===== src/rtl/prog_loader.sv =====
// Byte-serial program loader: assembles a framed byte stream into 16-bit words for instruction memory.
// Define LOADER_CHECKSUM_EN to require and verify a trailing XOR checksum byte.
module prog_loader #(
    parameter int WORD_SIZE   = 16,
    parameter int MEMORY_SIZE = 32,
    parameter int ADDR_W      = $clog2(MEMORY_SIZE)
) (
    input  logic                 clk,
    input  logic                 reset_cpu,
    input  logic                 start,
    input  logic [7:0]           in_data,
    input  logic                 in_valid,
    output logic                 in_ready,
    output logic                 mem_we,
    output logic [ADDR_W-1:0]    mem_addr,
    output logic [WORD_SIZE-1:0] mem_wdata,
    output logic                 cpu_hold,
    output logic                 load_done,
    output logic                 load_error
);

    // One extra bit so the word count can hold MEMORY_SIZE itself.
    localparam int CNT_W = ADDR_W + 1;

    typedef enum logic [2:0] {
        S_IDLE,
        S_HI,
        S_LO,
`ifdef LOADER_CHECKSUM_EN
        S_CHK,
`endif
        S_DONE,
        S_ERR
    } state_e;

    state_e               state_q, state_d;
    logic [CNT_W-1:0]     cnt_q, cnt_d;
    logic [CNT_W-1:0]     n_q, n_d;
    logic [CNT_W-1:0]     cnt_inc;
    logic [7:0]           hi_q, hi_d;
    logic                 mem_we_q, mem_we_d;
    logic [ADDR_W-1:0]    mem_addr_q, mem_addr_d;
    logic [WORD_SIZE-1:0] mem_wdata_q, mem_wdata_d;
    logic                 accept;
`ifdef LOADER_CHECKSUM_EN
    logic [7:0]           acc_q, acc_d;
`endif

    always_comb begin
        in_ready   = (state_q != S_DONE) && (state_q != S_ERR);
        cpu_hold   = (state_q != S_DONE);
        load_done  = (state_q == S_DONE);
        load_error = (state_q == S_ERR);
    end

    assign accept    = in_valid && in_ready;
    assign cnt_inc   = cnt_q + CNT_W'(1);
    assign mem_we    = mem_we_q;
    assign mem_addr  = mem_addr_q;
    assign mem_wdata = mem_wdata_q;

    always_comb begin
        // NOTE: every signal gets a default before the case so no path leaves it unassigned (no latch).
        state_d     = state_q;
        cnt_d       = cnt_q;
        n_d         = n_q;
        hi_d        = hi_q;
        mem_we_d    = 1'b0;
        mem_addr_d  = mem_addr_q;
        mem_wdata_d = mem_wdata_q;
`ifdef LOADER_CHECKSUM_EN
        acc_d       = acc_q;
`endif
        unique case (state_q)
            S_IDLE: if (accept) begin
                if (in_data == 8'd0 || int'(in_data) > MEMORY_SIZE) begin
                    state_d = S_ERR;
                end else begin
                    n_d     = CNT_W'(in_data);
                    cnt_d   = '0;
                    state_d = S_HI;
`ifdef LOADER_CHECKSUM_EN
                    acc_d   = '0;
`endif
                end
            end
            S_HI: if (accept) begin
                hi_d    = in_data;
                state_d = S_LO;
`ifdef LOADER_CHECKSUM_EN
                acc_d   = acc_q ^ in_data;
`endif
            end
            S_LO: if (accept) begin
                // The write is registered, so the strobe appears the cycle after the lo byte.
                mem_we_d    = 1'b1;
                mem_addr_d  = cnt_q[ADDR_W-1:0];
                mem_wdata_d = {hi_q, in_data};
                cnt_d       = cnt_inc;
`ifdef LOADER_CHECKSUM_EN
                acc_d       = acc_q ^ in_data;
                state_d     = (cnt_inc == n_q) ? S_CHK : S_HI;
`else
                state_d     = (cnt_inc == n_q) ? S_DONE : S_HI;
`endif
            end
`ifdef LOADER_CHECKSUM_EN
            S_CHK: if (accept) begin
                state_d = (in_data == acc_q) ? S_DONE : S_ERR;
            end
`endif
            S_DONE, S_ERR: if (start) begin
                state_d    = S_IDLE;
                mem_addr_d = '0;
            end
            default: state_d = S_IDLE;
        endcase
    end

    always_ff @(posedge clk) begin
        // NOTE: sequential state uses non-blocking assignments so every register samples pre-edge values.
        if (reset_cpu) begin
            state_q     <= S_IDLE;
            cnt_q       <= '0;
            n_q         <= '0;
            hi_q        <= '0;
            mem_we_q    <= 1'b0;
            mem_addr_q  <= '0;
            mem_wdata_q <= '0;
`ifdef LOADER_CHECKSUM_EN
            acc_q       <= '0;
`endif
        end else begin
            state_q     <= state_d;
            cnt_q       <= cnt_d;
            n_q         <= n_d;
            hi_q        <= hi_d;
            mem_we_q    <= mem_we_d;
            mem_addr_q  <= mem_addr_d;
            mem_wdata_q <= mem_wdata_d;
`ifdef LOADER_CHECKSUM_EN
            acc_q       <= acc_d;
`endif
        end
    end

endmodule


===== config.mk =====
export PLATFORM = sky130hd
export DESIGN_NAME = prog_loader
export DESIGN_NICKNAME = d
export VERILOG_FILES = /design/src/rtl/prog_loader.sv
export SDC_FILE = /design/constraint.sdc
export NUM_CORES = 1
export LEC_CHECK = 0
export CAP_MARGIN = 15
export CORE_MARGIN = 2
export CORE_UTILIZATION = 55
export CTS_CLUSTER_SIZE = 8
export DETAILED_ROUTE_END_ITERATION = 12
export HOLD_SLACK_MARGIN = 0.02
export PLACE_DENSITY_LB_ADDON = 0.05
export SLEW_MARGIN = 20
export SYNTH_ARGS = -nofsm -noshare
export SYNTH_HDL_FRONTEND = slang
export SYNTH_SLANG_ARGS = --single-unit

===== constraint.sdc =====
create_clock -name clk -period 4.8 [get_ports clk]
set_clock_uncertainty 0.15 [all_clocks]
set_input_delay 0.48 -clock clk [delete_from_list [all_inputs] [get_ports clk]]
set_output_delay 0.48 -clock clk [all_outputs]
set_load 0.1 [all_outputs]

==> results.txt, run 1 <==
The run finished with clean final reports. The startpoint-to-endpoint class of the critical path is reg -> out. The tools report the number of maximum-capacitance constraint violations as 0. TritonCTS created 5 clock buffers. For the leakage power, the log shows 0.821 nW. For the initial DRC count, the log shows 162. The top cell types in the final layout, fill and taps aside, are dfxtp_1 (45), nand2_1 (37), clkdlybuf4s50_1 (37). The number of synthesized register bits was 45; the share of the clock period used by the worst path was 0.638. The layout filler cell count was 316. The post-CTS clock slew at the launch and capture registers of the worst setup and hold paths came out at 0.08 ns.

The post-synthesis mux area share works out to 0.0440. After detailed placement, the design holds a cell count of 307. Summing all flip-flop and latch instances after layout gives 901 um^2.

A synthesized cell averages 8.65 um^2. Chip width: 65.0 um. Type of the most critical hold path: reg -> reg. The run gives 0 as the number of buffers added for setup after CTS.

The run gives 1.74 ns as the final worst-path setup slack. The tools report the type of origin of the critical path as a flip-flop. In the synthesized netlist the dominant register cell turns out to be dfxtp_1.

After layout, the design draws a total of 0.705 mW. At the pin with the least slew margin, the transition time is 0.971 ns. The post-synthesis cell type count is 46. The first global-routing pass estimated 7.56 mm of wire. Hold repair after CTS inserted 0 buffers.

The headroom to the max-slew limit is 0.351. The parity-gate share of the synthesized area counting xor and xnor cells was 0.0299; the mapped cell area was 2050 um^2. The number of nets in the synthesized netlist is 250. The number of nets with antenna violations after detailed routing was 0; the adder-cell share of the synthesized area was 0.00611. The ratio of cells with drive above 1 in the final layout was 0.0674; the worst voltage drop across the vdd grid was 0.195 mV. 0 antenna diodes ended up in the layout. The maximum number of pins on one net before global-route repair came out at 43. The starting density of the core was 0.564; the async set-reset flop share out of synthesis was 0. The power density over the cells is 280 nW/um^2, and the tightest hold margin is 0.306 ns. In this run, synthesis inferred 0 flip-flops with an integrated enable. The cell count after synthesis came out at 237.

Gates resized during post-CTS repair numbered 0. The data required time at the worst endpoint came out at 4.17 ns. For the half-perimeter wire length after placement, the log shows 3.03 mm. The tools report the worst setup path startpoint as state_q[1]. The logs give 0.327 GHz for the peak clock frequency supported by timing and 0 for the total grt overflow. Leaving out fill and tap cells, the most frequent cell in the layout is dfxtp_1. At the end of routability-driven placement, the weighted congestion stood at 0.823.

For the setup-violating endpoint count in the final report, the log shows 0. Max-slew violation count: 0. The critical register-to-register path startpoint was state_q[1]. The worst setup path is captured at an output pin. The arrival time reported for the critical path endpoint is 2.43 ns.

The final layout contains 279 nets. In the final timing run, aggregate negative setup slack is 0 ns. The via count is 1802. The run gives 0.227 as the total routing resource utilization after global routing. The tools report the total wire length after detailed routing as 4.35 mm. The number of detailed-route iterations in the first pass is 4. The proportion of synthesized chip area in sequential cells is 0.440. For the number of antenna violations at the first check in global routing, the log shows 0.

The final count of hold timing violations was 0; the number of standard cells in the layout, taps in and fillers out was 315. The area added between synthesis and finish works out to 22.8%. The number of global-route vias before repair was 1621. The worst path needs 3.06 ns of the cycle, external delays included. For this design, the sink count on the clock tree is 45. The logs give 4230 um^2 for the overall die area and 1.89 ns for the setup slack at placement. The initialized floorplan defines 22 standard-cell rows. Along the worst path, the maximum fanout reaches 14. The count of yosys warnings during synthesis is 0.

The area share of and/or/nand/nor cells after synthesis was 0.212. The fraction of the mapped netlist area in compound gates was 0.219; the die height was 65.0 um. The core region is 3630 um^2. During I/O placement, the number of pins put on the boundary was 38. Cell chosen for the clock root: clkbuf_8. Count of H-tree levels built during CTS: 2. The multi-input combinational cells in the finished layout cover a total of 1060 um^2.

The dominant combinational cell family by area after synthesis is compound AO/OA/AOI/OAI gates. During placement, the flow inserted port buffers numbering 37. After detailed routing, the number of vias per cell comes to 5.72. The tools report the DRC violation count after routing as 0. The startpoint identified for the worst hold timing path is hi_q[5]. Setup repair after global routing left no endpoint under its margin. The routed length per placed instance came out at 13.8 um.

TritonCTS built the clock tree. The clock insertion delay at the later pin of the skew report is 0.29 ns. No sink is reached through more buffers than the 2 on the longest clock path.
[synth_stat cells (4+ instances only)]
cell | count | area [um^2]
dfxtp_1 | 45 | 901
nand2_1 | 37 | 139
nor3_1 | 4 | 20.0
mux2i_1 | 9 | 90.1
o2111ai_1 | 7 | 61.3
a21oi_1 | 30 | 150
nand3_1 | 6 | 30.0
inv_1 | 8 | 30.0
nor2_1 | 16 | 60.1
clkbuf_1 | 12 | 45.0
o32ai_1 | 4 | 35.0
o31ai_1 | 6 | 45.0
a22o_1 | 5 | 43.8
xnor2_1 | 4 | 35.0
[critical path, stage by stage, from the launching register on]
cell	delay [ns]
dfxtp_1	0.66
nand2_1	0.10
nor2_1	0.20
clkdlybuf4s50_1	1.17
[path summary, 6_finish.rpt]
check | slack, ns | end | cells after the start
max | 1.74 | load_done | 3
min | 0.31 | mem_wdata[13] | 2
max reg2reg | 2.20 | state_q[1] | 4
min reg2reg | 0.31 | mem_wdata[13] | 2
[cell families after synthesis]
kind of cell	after synthesis
AOI/OAI and AO/OA	65
adders and majority gates	1
and+or+nand+nor	85
buffers and inverters	25
DFF	45
xor gates and xnor gates	7
muxes	9
[stage by stage]
| step | util | area (um^2) |
|---|---|---|
| after detailed placement | 0.670 | 2430 |
| after global routing | 0.693 | 2520 |
| after floorplan | - | 2050 |
| final | 0.693 | 2520 |
| after global placement | 0.670 | 2430 |
| after CTS | 0.693 | 2520 |
[where the power goes]
part	internal, mW	switching, mW	total [mW]
clock network	0.101	0.120	0.221
logic	0.0308	0.0659	0.0968
registers	0.379	0.00838	0.388
total	0.511	0.194	0.705
[layout make-up]
class	count	area share
flip-flops and latches	45	0.358
well taps	48	0.0239
multi-input cells	167	0.420
clock buffers	6	0.0288
clock inverters	2	0.00398
inverters	8	0.0119
repair buffers	39	0.153
[flip-flops by register name, indices dropped and copies added, names as in the netlist]
signal and flops:
n_q 6, cnt_q 6, mem_wdata 16, mem_addr 5, mem_we 1, state_q 3, hi_q 8
[per-layer routing]
metal / track usage / vias to the layer above / part of all wire
met5: 0 / - / 0
met4: 0.0859 / 0 / 0.012
met3: 0.0382 / 6 / 0.049
met2: 0.341 / 42 / 0.43
met1: 0.327 / 833 / 0.51
li1: - / 921 / -
Note: power is estimated with default switching activity, not from simulation.
==> run 2, diff against run 1 <==
CORE_UTILIZATION = 46   (was 55)
clock period = 2.7 ns   (was 4.8 ns; I/O delays follow)
==> run 2 against run 1 <==
Against the previous run: first-iteration DRC count fell by 28%; design area rose by 1.2%; die area rose by 18%; core utilization fell by 10 points; clock-buffer cell count rose by 1; setup slack got worse by 1.2 ns; critical path depth rose by 2; via count fell by 0.67%; sequential cell count did not move; non-clock buffer count rose by 6; critical path type is now in -> reg.
==> results.txt, run 2 (synthesized netlist as in run 1, its figures left out) <==
For the half-perimeter wire length after placement, the log shows 3.32 mm. After routing the design area is 2550 um^2. The number of detailed-route iterations in the first pass is 4. The worst setup path is captured at a flip-flop. Summed over all layers, the routed wires come to 4.72 mm. The run gives 0.474 as the starting density of the core.

The root buffer cell chosen for the clock tree is clkbuf_8. Dividing the detail-routed via count by the number of cells gives 5.51. The clock sink count came out at 45.

The tools report the worst setup slack for register-to-register paths as 0.75 ns. Power density over the cells: 551 nW/um^2. After detailed placement, the total cell area comes to 2430 um^2. The tools report the total of hold buffers inserted after clock tree synthesis as 0.

The run gives 1617 as the number of global-route vias before repair. The run gives 0.574 as the headroom to the max-slew limit. On the critical path, the stage with the largest delay is an instance of nor4_1. Global routing finished with a remaining overflow of 0. The share of the clock period used by the worst path was 0.794.

The largest single stage delay on the critical path is 0.56 ns. Across the VDD grid, the largest voltage drop is 0.283 mV. The peak clock frequency supported by timing was 0.467 GHz. The first global-routing pass estimated 7.88 mm of wire.

For the arrival time reported for the critical path endpoint, the log shows 2.16 ns. The startpoint-to-endpoint class of the critical path was in -> reg. The tools report the leakage power as 0.912 nW. From bottom edge to top edge, the die measures 70.8 um.

From left edge to right edge, the die measures 70.8 um. Of all nets on the critical path, the largest fanout is 7. The run gives 0 as the post-cts resize count. After clock tree synthesis, the clock-pin slew on the worst setup and hold paths is 0.09 ns.

The library cells used most frequently in the layout, excluding fill and tap cells, are dfxtp_1 (45), nand2_1 (37), buf_4 (34). The final count of hold timing violations came out at 0. For the finished layout, the period the worst path requires is 2.14 ns. Leaving out fill and tap cells, the most frequent cell in the layout is dfxtp_1. At the worst endpoint, the required time is 2.72 ns.

After layout, the design draws a total of 1.40 mW. The number of antenna violations at the first check in global routing came out at 0. For the number of antenna cells inserted, the log shows 0. The I/O pin count is 38, and the clock insertion delay at the later pin of the skew report is 0.30 ns.

The tools report the maximum number of pins on one net before global-route repair as 39. The setup-violating endpoint count in the final report is 0. Detailed routing inserted a total of 1790 vias.

Setup repair after global routing left no endpoint under its margin. The sum of buffers and inverters on the critical path was 1; the number of buffers added for setup after CTS was 0. The number of flip-flops under the largest register name came out at 16. The max-slew violation count was 0.

The tools report the number of buffers created by CTS as 5. The cell family contributing the most delay on the critical path is compound AO/OA/AOI/OAI gates. The longest clock path from root to sink contains 2 buffers. After filler insertion, the fill cell instance count of the layout stands at 404. The count of nets left with antenna violations once routing finished came out at 0. The floorplan has 24 rows. The setup TNS after final layout is 0 ns, and the number of nets in the layout is 285. Ratio of cells with drive above 1 in the final layout: 0.190. For this run, design rule violations remaining after detail routing come to 0. TritonCTS built the clock tree. In this run the worst hold path is classified as reg -> reg. Traced cell by cell, the critical path runs through clkdlybuf4s50_1 -> nor4_1 -> a21boi_1 -> o41ai_1 -> a21oi_1. At the end of routability-driven placement, the weighted congestion stood at 0.811. The run gives 0.195 as the total routing resource utilization after global routing.

The count of cells in the finished layout, fillers not included, comes to 325. Max-cap violations in this run came to 0. Area added between synthesis and finish: 24.3%. For the pin with the worst max-slew slack, the measured transition is 0.638 ns. The run finished with clean final reports. Once placement completed, the tool counted placed cells totaling 317. The routed length per placed instance works out to 14.5 um.

The final cell utilization of the core is 0.589, and the overall die area is 5010 um^2. The type of origin of the critical path is an input port. In this run the tool buffered the top-level ports with 37 buffer cells. The first routing iteration left 116 violations. The H-tree generated during clock tree synthesis spans 2 levels. The total area inside the core boundary comes to 4320 um^2.
[run 2: changes by cell type in the layout (fill, tap and decap cells not counted), sizes merged]
cell / previous run / this run
bufinv: 0 / 1
clkbuf: 6 / 7
clkdlybuf4s50: 37 / 11
buf: 2 / 34
clkinv: 2 / 0
[run 2: layer usage]
layer | up-vias | global-route usage | routed length, um
met1 | 825 | 0.264 | 2250
met4 | 0 | 0.0587 | 74
li1 | 919 | - | -
met2 | 37 | 0.313 | 2230
met3 | 9 | 0.0427 | 170
met5 | - | 0 | 0
[run 2: layout make-up]
| type | instances | area [um^2] | area share |
|---|---|---|---|
| multi-input cells | 167 | 1070 | 0.420 |
| flip-flops and latches | 45 | 901 | 0.354 |
| repair buffers | 45 | 365 | 0.143 |
| clock buffers | 7 | 86.3 | 0.0339 |
| well taps | 52 | 65.1 | 0.0255 |
| clock inverters | 1 | 30.0 | 0.0118 |
| inverters | 8 | 30.0 | 0.0118 |
[run 2: path summary, 6_finish.rpt]
kind,depth (start not counted),start,to
setup / recovery,5,in_data[0],state_q[2]
hold / removal,2,hi_q[4],mem_wdata[12]
setup reg to reg,4,state_q[1],mem_addr[1]
hold reg to reg,2,hi_q[4],mem_wdata[12]
[run 2: report_power, final]
| group | switching (mW) | total (mW) | internal [mW] |
|---|---|---|---|
| sequential | 0.0165 | 0.691 | 0.674 |
| combinational | 0.119 | 0.178 | 0.0596 |
| clock | 0.233 | 0.535 | 0.302 |
[run 2: worst min-delay path, delay by kind of cell (launching register included)]
family / cells / cell delay (ns)
and+or+nand+nor: 1 / 0.05
DFF: 1 / 0.32
AOI/OAI and AO/OA: 1 / 0.05
[run 2: through the flow]
| stage | hold slack (ns) | worst slack [ns] |
|---|---|---|
| detailed placement | 0.298 | 0.257 |
| global placement | 0.295 | 0.287 |
| global route | 0.332 | 0.380 |
| finish | 0.303 | 0.557 |
| floorplan | 0.256 | 0.136 |
| CTS | 0.309 | 0.572 |
